`config.mk`:
```
export PLATFORM = sky130hd
export DESIGN_NAME = nx_instr_arbiter
export DESIGN_NICKNAME = d
export VERILOG_FILES = /design/src/rtl/nx_instr_arbiter.sv
export SDC_FILE = /design/constraint.sdc
export NUM_CORES = 1
export LEC_CHECK = 0
export CELL_PAD_IN_SITES_DETAIL_PLACEMENT = 0
export CELL_PAD_IN_SITES_GLOBAL_PLACEMENT = 1
export CORE_MARGIN = 2
export CORE_UTILIZATION = 26
export DETAILED_ROUTE_END_ITERATION = 16
export GPL_TIMING_DRIVEN = 0
export PLACE_DENSITY_LB_ADDON = 0.25
export SLEW_MARGIN = 20
export SYNTH_ARGS = -nofsm -noshare
export SYNTH_HDL_FRONTEND = slang
export SYNTH_SLANG_ARGS = --single-unit
export TNS_END_PERCENT = 30
```
`constraint.sdc`:
```
create_clock -name clk_i -period 2 [get_ports clk_i]
set_input_delay 0.4 -clock clk_i [delete_from_list [all_inputs] [get_ports clk_i]]
set_output_delay 0.4 -clock clk_i [all_outputs]
set_load 0.1 [all_outputs]
```
`src/rtl/nx_instr_arbiter.sv`:
```
// Arbiter for the node's single-port instruction RAM. Decoder loads have priority.
// The two cores' fetches are shared round-robin, and read data returns one cycle after the grant.
module nx_instr_arbiter #(
    parameter int INSTR_WIDTH = 15,
    parameter int MAX_INSTRS  = 512,
    localparam int ADDR_W     = $clog2(MAX_INSTRS)
) (
    input  logic                   clk_i,
    input  logic                   rst_i,
    input  logic                   store_core_i,
    input  logic [INSTR_WIDTH-1:0] store_data_i,
    input  logic                   store_valid_i,
    output logic [ADDR_W-1:0]      core_0_populated_o,
    output logic [ADDR_W-1:0]      core_1_populated_o,
    input  logic [ADDR_W-2:0]      core_0_addr_i,
    input  logic                   core_0_rd_i,
    output logic [INSTR_WIDTH-1:0] core_0_data_o,
    output logic                   core_0_stall_o,
    input  logic [ADDR_W-2:0]      core_1_addr_i,
    input  logic                   core_1_rd_i,
    output logic [INSTR_WIDTH-1:0] core_1_data_o,
    output logic                   core_1_stall_o,
    output logic [ADDR_W-1:0]      ram_addr_o,
    output logic [INSTR_WIDTH-1:0] ram_wr_data_o,
    output logic                   ram_wr_en_o,
    output logic                   ram_rd_en_o,
    input  logic [INSTR_WIDTH-1:0] ram_rd_data_i,
    output logic                   overflow_o
);
    localparam logic [ADDR_W-1:0] HALF = ADDR_W'(MAX_INSTRS / 2);

    logic                   rr_reg, rr_next;
    logic                   tag_valid_reg;
    logic                   tag_core_reg;
    logic                   overflow_reg;
    logic [ADDR_W-1:0]      pop_w [2];
    logic [INSTR_WIDTH-1:0] data_w [2];
    logic [ADDR_W-1:0]      store_pop;
    logic                   load_grant, load_drop, fetch_ok;
    logic [1:0]             rd_req, grant;

    assign rd_req    = {core_1_rd_i, core_0_rd_i};
    assign store_pop = store_core_i ? pop_w[1] : pop_w[0];

    // rr_reg = 0 favours core 0; a full region's load gives the slot back to fetches
    always_comb begin
        load_grant = ~rst_i & store_valid_i & (store_pop < HALF);
        load_drop  = ~rst_i & store_valid_i & (store_pop >= HALF);
        fetch_ok   = ~rst_i & ~load_grant;
        grant[0]   = fetch_ok & rd_req[0] & (~rd_req[1] | ~rr_reg);
        grant[1]   = fetch_ok & rd_req[1] & (~rd_req[0] | rr_reg);
        rr_next    = rr_reg;
        if (grant[0]) begin
            rr_next = 1'b1;
        end else if (grant[1]) begin
            rr_next = 1'b0;
        end
    end

    always_comb begin
        ram_addr_o    = '0;
        ram_wr_data_o = '0;
        ram_wr_en_o   = 1'b0;
        ram_rd_en_o   = 1'b0;
        if (load_grant) begin
            ram_wr_en_o   = 1'b1;
            ram_addr_o    = {store_core_i, store_pop[ADDR_W-2:0]};
            ram_wr_data_o = store_data_i;
        end else if (grant[0]) begin
            ram_rd_en_o = 1'b1;
            ram_addr_o  = {1'b0, core_0_addr_i};
        end else if (grant[1]) begin
            ram_rd_en_o = 1'b1;
            ram_addr_o  = {1'b1, core_1_addr_i};
        end
    end

    always_ff @(posedge clk_i) begin
        if (rst_i) begin
            rr_reg        <= 1'b0;
            tag_valid_reg <= 1'b0;
            tag_core_reg  <= 1'b0;
            overflow_reg  <= 1'b0;
        end else begin
            rr_reg        <= rr_next;
            tag_valid_reg <= |grant;
            tag_core_reg  <= grant[1];
            overflow_reg  <= overflow_reg | load_drop;
        end
    end

    // Per-core populated counter and fetch capture register
    for (genvar gi = 0; gi < 2; gi++) begin : g_core
        logic [ADDR_W-1:0]      pop_reg;
        logic [INSTR_WIDTH-1:0] cap_reg;
        logic                   hit;

        assign hit = tag_valid_reg && (tag_core_reg == 1'(gi));

        always_ff @(posedge clk_i) begin
            if (rst_i) begin
                pop_reg <= '0;
                cap_reg <= '0;
            end else begin
                if (load_grant && (store_core_i == 1'(gi))) begin
                    pop_reg <= pop_reg + ADDR_W'(1);
                end
                if (hit) begin
                    cap_reg <= ram_rd_data_i;
                end
            end
        end

        assign pop_w[gi]  = pop_reg;
        assign data_w[gi] = rst_i ? '0 : (hit ? ram_rd_data_i : cap_reg);
    end

    assign core_0_populated_o = pop_w[0];
    assign core_1_populated_o = pop_w[1];
    assign core_0_data_o      = data_w[0];
    assign core_1_data_o      = data_w[1];
    assign core_0_stall_o     = core_0_rd_i & ~grant[0];
    assign core_1_stall_o     = core_1_rd_i & ~grant[1];
    assign overflow_o         = overflow_reg;
endmodule

```
==> results.cfg <==
[synth]
synth.distinct_cells = 33
synth_top_area_share_pct = 44.9
synth_most_common_cell = nand2_1
ys_async_sr_fraction_pct = 0
synth_area_leaders = dfxtp_1 45%, nand2_1 11%, a21oi_1 9.1%, and2_1 4.3%, a221o_1 3.5%
ys_seq_area_share_pct = 44.9
synth_ff_type = dfxtp_1
synth-seq-cells = 52
synth_common_cells = 68 x nand2_1, 52 x dfxtp_1, 42 x a21oi_1
synth_edf_count = 0
netlist_instances = 284
synth.cell_area_um2 = 2320
syn-num-nets = 338
yosys.area.top_type = dfxtp_1
ys_warn_count = 0
avgSynthCellArea_um2 = 8.17

[floorplan]
fp-row-count = 34
initial_core_util_pct = 26.7
core_area_um2 = 8680
ios = 129
die_h_um = 98.5
die_w_um = 98.5
die_area_um2 = 9700

[final_layout]
fin_cells = 543
antenna_cells = 0
area_growth_pct = 121
drive_gt1_share_pct = 44.1
largest_register_ffs = 30
nets = 488

[placed_design]
dp.cells = 520
place_congestion = 0.743
io_buffer_count = 128
hpwl_mm = 6.24

[clock_network]
cts_sinks = 52
max-clock-path-buffers = 2
clk_pin_slew_ns = 0.10
holdBufCountCts = 0
htree_levels = 2
cts_buffers = 5
cts_tree = done
root_buffer = clkbuf_8
clk_latency_ns = 0.31

[setup_path]
crit_path_start_kind = flop
critical_path_required_ns = 1.60
slowest_delay_ns = 0.42
cp_top_family = compound AO/OA/AOI/OAI gates
rr_worst_depth = 5
cp_max_fo = 5
r2r-end = core_0_populated_o[6]
crit_path_start = core_0_populated_o[8]
critPathCaptureType = primary output
crit_slowest_cell = a221o_4
crit_type = flop to primary output
timing.rr.start = core_0_populated_o[8]
path_cells = mux2i_4, a2111oi_4, buf_4, buf_6, a221o_4, buf_12
crit_cells = 6
crit_buf_inv = 3
r2r_slack_ns = 0.03
cp.arrival_ns = 1.90

[detailed_routing]
vias = 2581
wl_per_cell_um = 16.0
drtIter0Drc = 49
drt-total-wl_mm = 8.68
vias_per_cell = 4.75
drc = 0
postRouteAntennaNets = 0
drt_first_pass_iters = 4

[pwr]
p_int_w = 0.00172
comb_power_share_pct = 35.3
seq_power_share_pct = 40.6
cellPowerDensity_nw_per_um2 = 517
p_sw_w = 0.000935
clkPwrFrac_pct = 24.1
p_sw_share_pct = 35.3
p_leak_nw = 1.84
peakVddDrop_v = 0.000267

[sta]
max_freq_mhz = 435
hold_viol = 0
finalClockSkew_ns = 0.00470
slew_violations = 0
setup-tns-final_ns = -4.26
tightest_slew_ns = 0.971
max_slew_margin_pct = 35.5
setup_viol = 28
min_period_over_period_pct = 115
grt_setup_unrepaired = true
period_needed_ns = 2.30
fin_ws_ns = -0.296
hold_slack_ns = 0.474

[hold_path]
min_from = overflow_o
hold_path_end = overflow_o
hold_class = flop to flop
hold_depth = 2

[global_routing]
grt_usage_pct = 18.1
antenna_found_initial = 0
grt_pass1_wl_mm = 14.1
overflow = 0
grt_max_degree = 15
grt_pass1_vias = 2708

[flow_run]
cap_violations = 0

[run_status]
status = complete, but fails checks
violations = negative setup slack
## power by group through the flow
stage	registers [W]	logic, W	clock network (W)
2_1_floorplan	0.00112	0.000523	0
3_3_place_gp	0.00110	0.000785	0
3_5_place_dp	0.00110	0.000790	0
4_1_cts	0.00108	0.000923	0.000652
5_1_grt	0.00108	0.000971	0.000699
6_report	0.00108	0.000937	0.000638
## metrics by stage
step	setup slack (ns)	power [W]	utilization (%)	cell area, um2
floorplan	-0.155	0.00164	-	2890
global placement	-1.83	0.00188	49.7	4310
detailed placement	-1.81	0.00189	49.7	4310
CTS	-0.303	0.00265	57.5	4990
global route	-0.352	0.00275	59.1	5130
finish	-0.296	0.00265	59.1	5130
## worst max-delay path by stage
stage               slack, ns       endpoint
floorplan               -0.16  ram_addr_o[4]
global placement        -1.83  ram_addr_o[7]
detailed placement      -1.81  ram_addr_o[7]
CTS                     -0.30  ram_addr_o[3]
global route            -0.35  ram_addr_o[2]
finish                  -0.30  ram_addr_o[2]
## kinds of logic (layout without fill, tap and decap cells)
kind of cell / after synthesis / after routing / synth area share, %
AO/OA/AOI/OAI: 70 / 70 / 19.4
XOR/XNOR: 2 / 2 / 0.755
flip-flops: 52 / 52 / 44.9
AND/OR/NAND/NOR: 128 / 128 / 27.7
adder cells (fa/ha/maj): 2 / 2 / 1.08
buffers and inverters: 25 / 176 / 4.10
multiplexers: 5 / 5 / 2.21
## worst register-to-register path, cell delays in order, from the launching register on
cell and delay (ns):
dfxtp_4 0.38, buf_4 0.14, or4b_1 0.53, buf_2 0.20
or4_1 0.52, a21oi_1 0.14
## layer usage
metal | GRT usage, % | share of wire [%]
met4 | 5.27 | 1.8
met1 | 22.2 | 43
met3 | 4.61 | 6.1
met2 | 31.3 | 49
met5 | 0 | 0
## what timing repair did
item	in CTS	in global routing
resized for setup	576	36
endpoints found under the hold margin	0	0
pin swaps	9	7
buffers inserted	9	6
cloned	2	0
setup endpoints to repair	90	57
## final cells by class
cell class | count | area (um2)
repair buffers | 144 | 1870
inverters | 7 | 26.3
flip-flops and latches | 52 | 1060
fillers | 775 | 3550
multi-input cells | 207 | 1760
clock buffers | 8 | 90.1
well taps | 108 | 135
plain buffers | 17 | 186
## cell usage in the layout, fill, tap and decap left out, types with 3 or more instances in the layout
cell type / count
or3_1: 5
inv_1: 6
nor2_1: 3
and2_2: 6
mux2i_1: 3
nand2b_1: 5
a221o_4: 7
a21oi_4: 30
o21ai_0: 4
or4_1: 6
clkbuf_4: 4
o31ai_1: 5
dfxtp_1: 46
clkbuf_8: 16
dfxtp_2: 3
nand4_1: 4
a21oi_1: 12
clkdlybuf4s50_1: 46
nor2b_4: 3
buf_8: 6
buf_2: 3
a22o_1: 8
dfxtp_4: 3
dlygate4sd2_1: 4
buf_12: 44
buf_6: 10
clkbuf_2: 3
clkbuf_1: 3
clkdlybuf4s15_2: 13
and2_4: 10
nand2_1: 67
nand3b_1: 3
nand3_1: 4
buf_4: 16
Note: power is estimated with default switching activity, not from simulation.
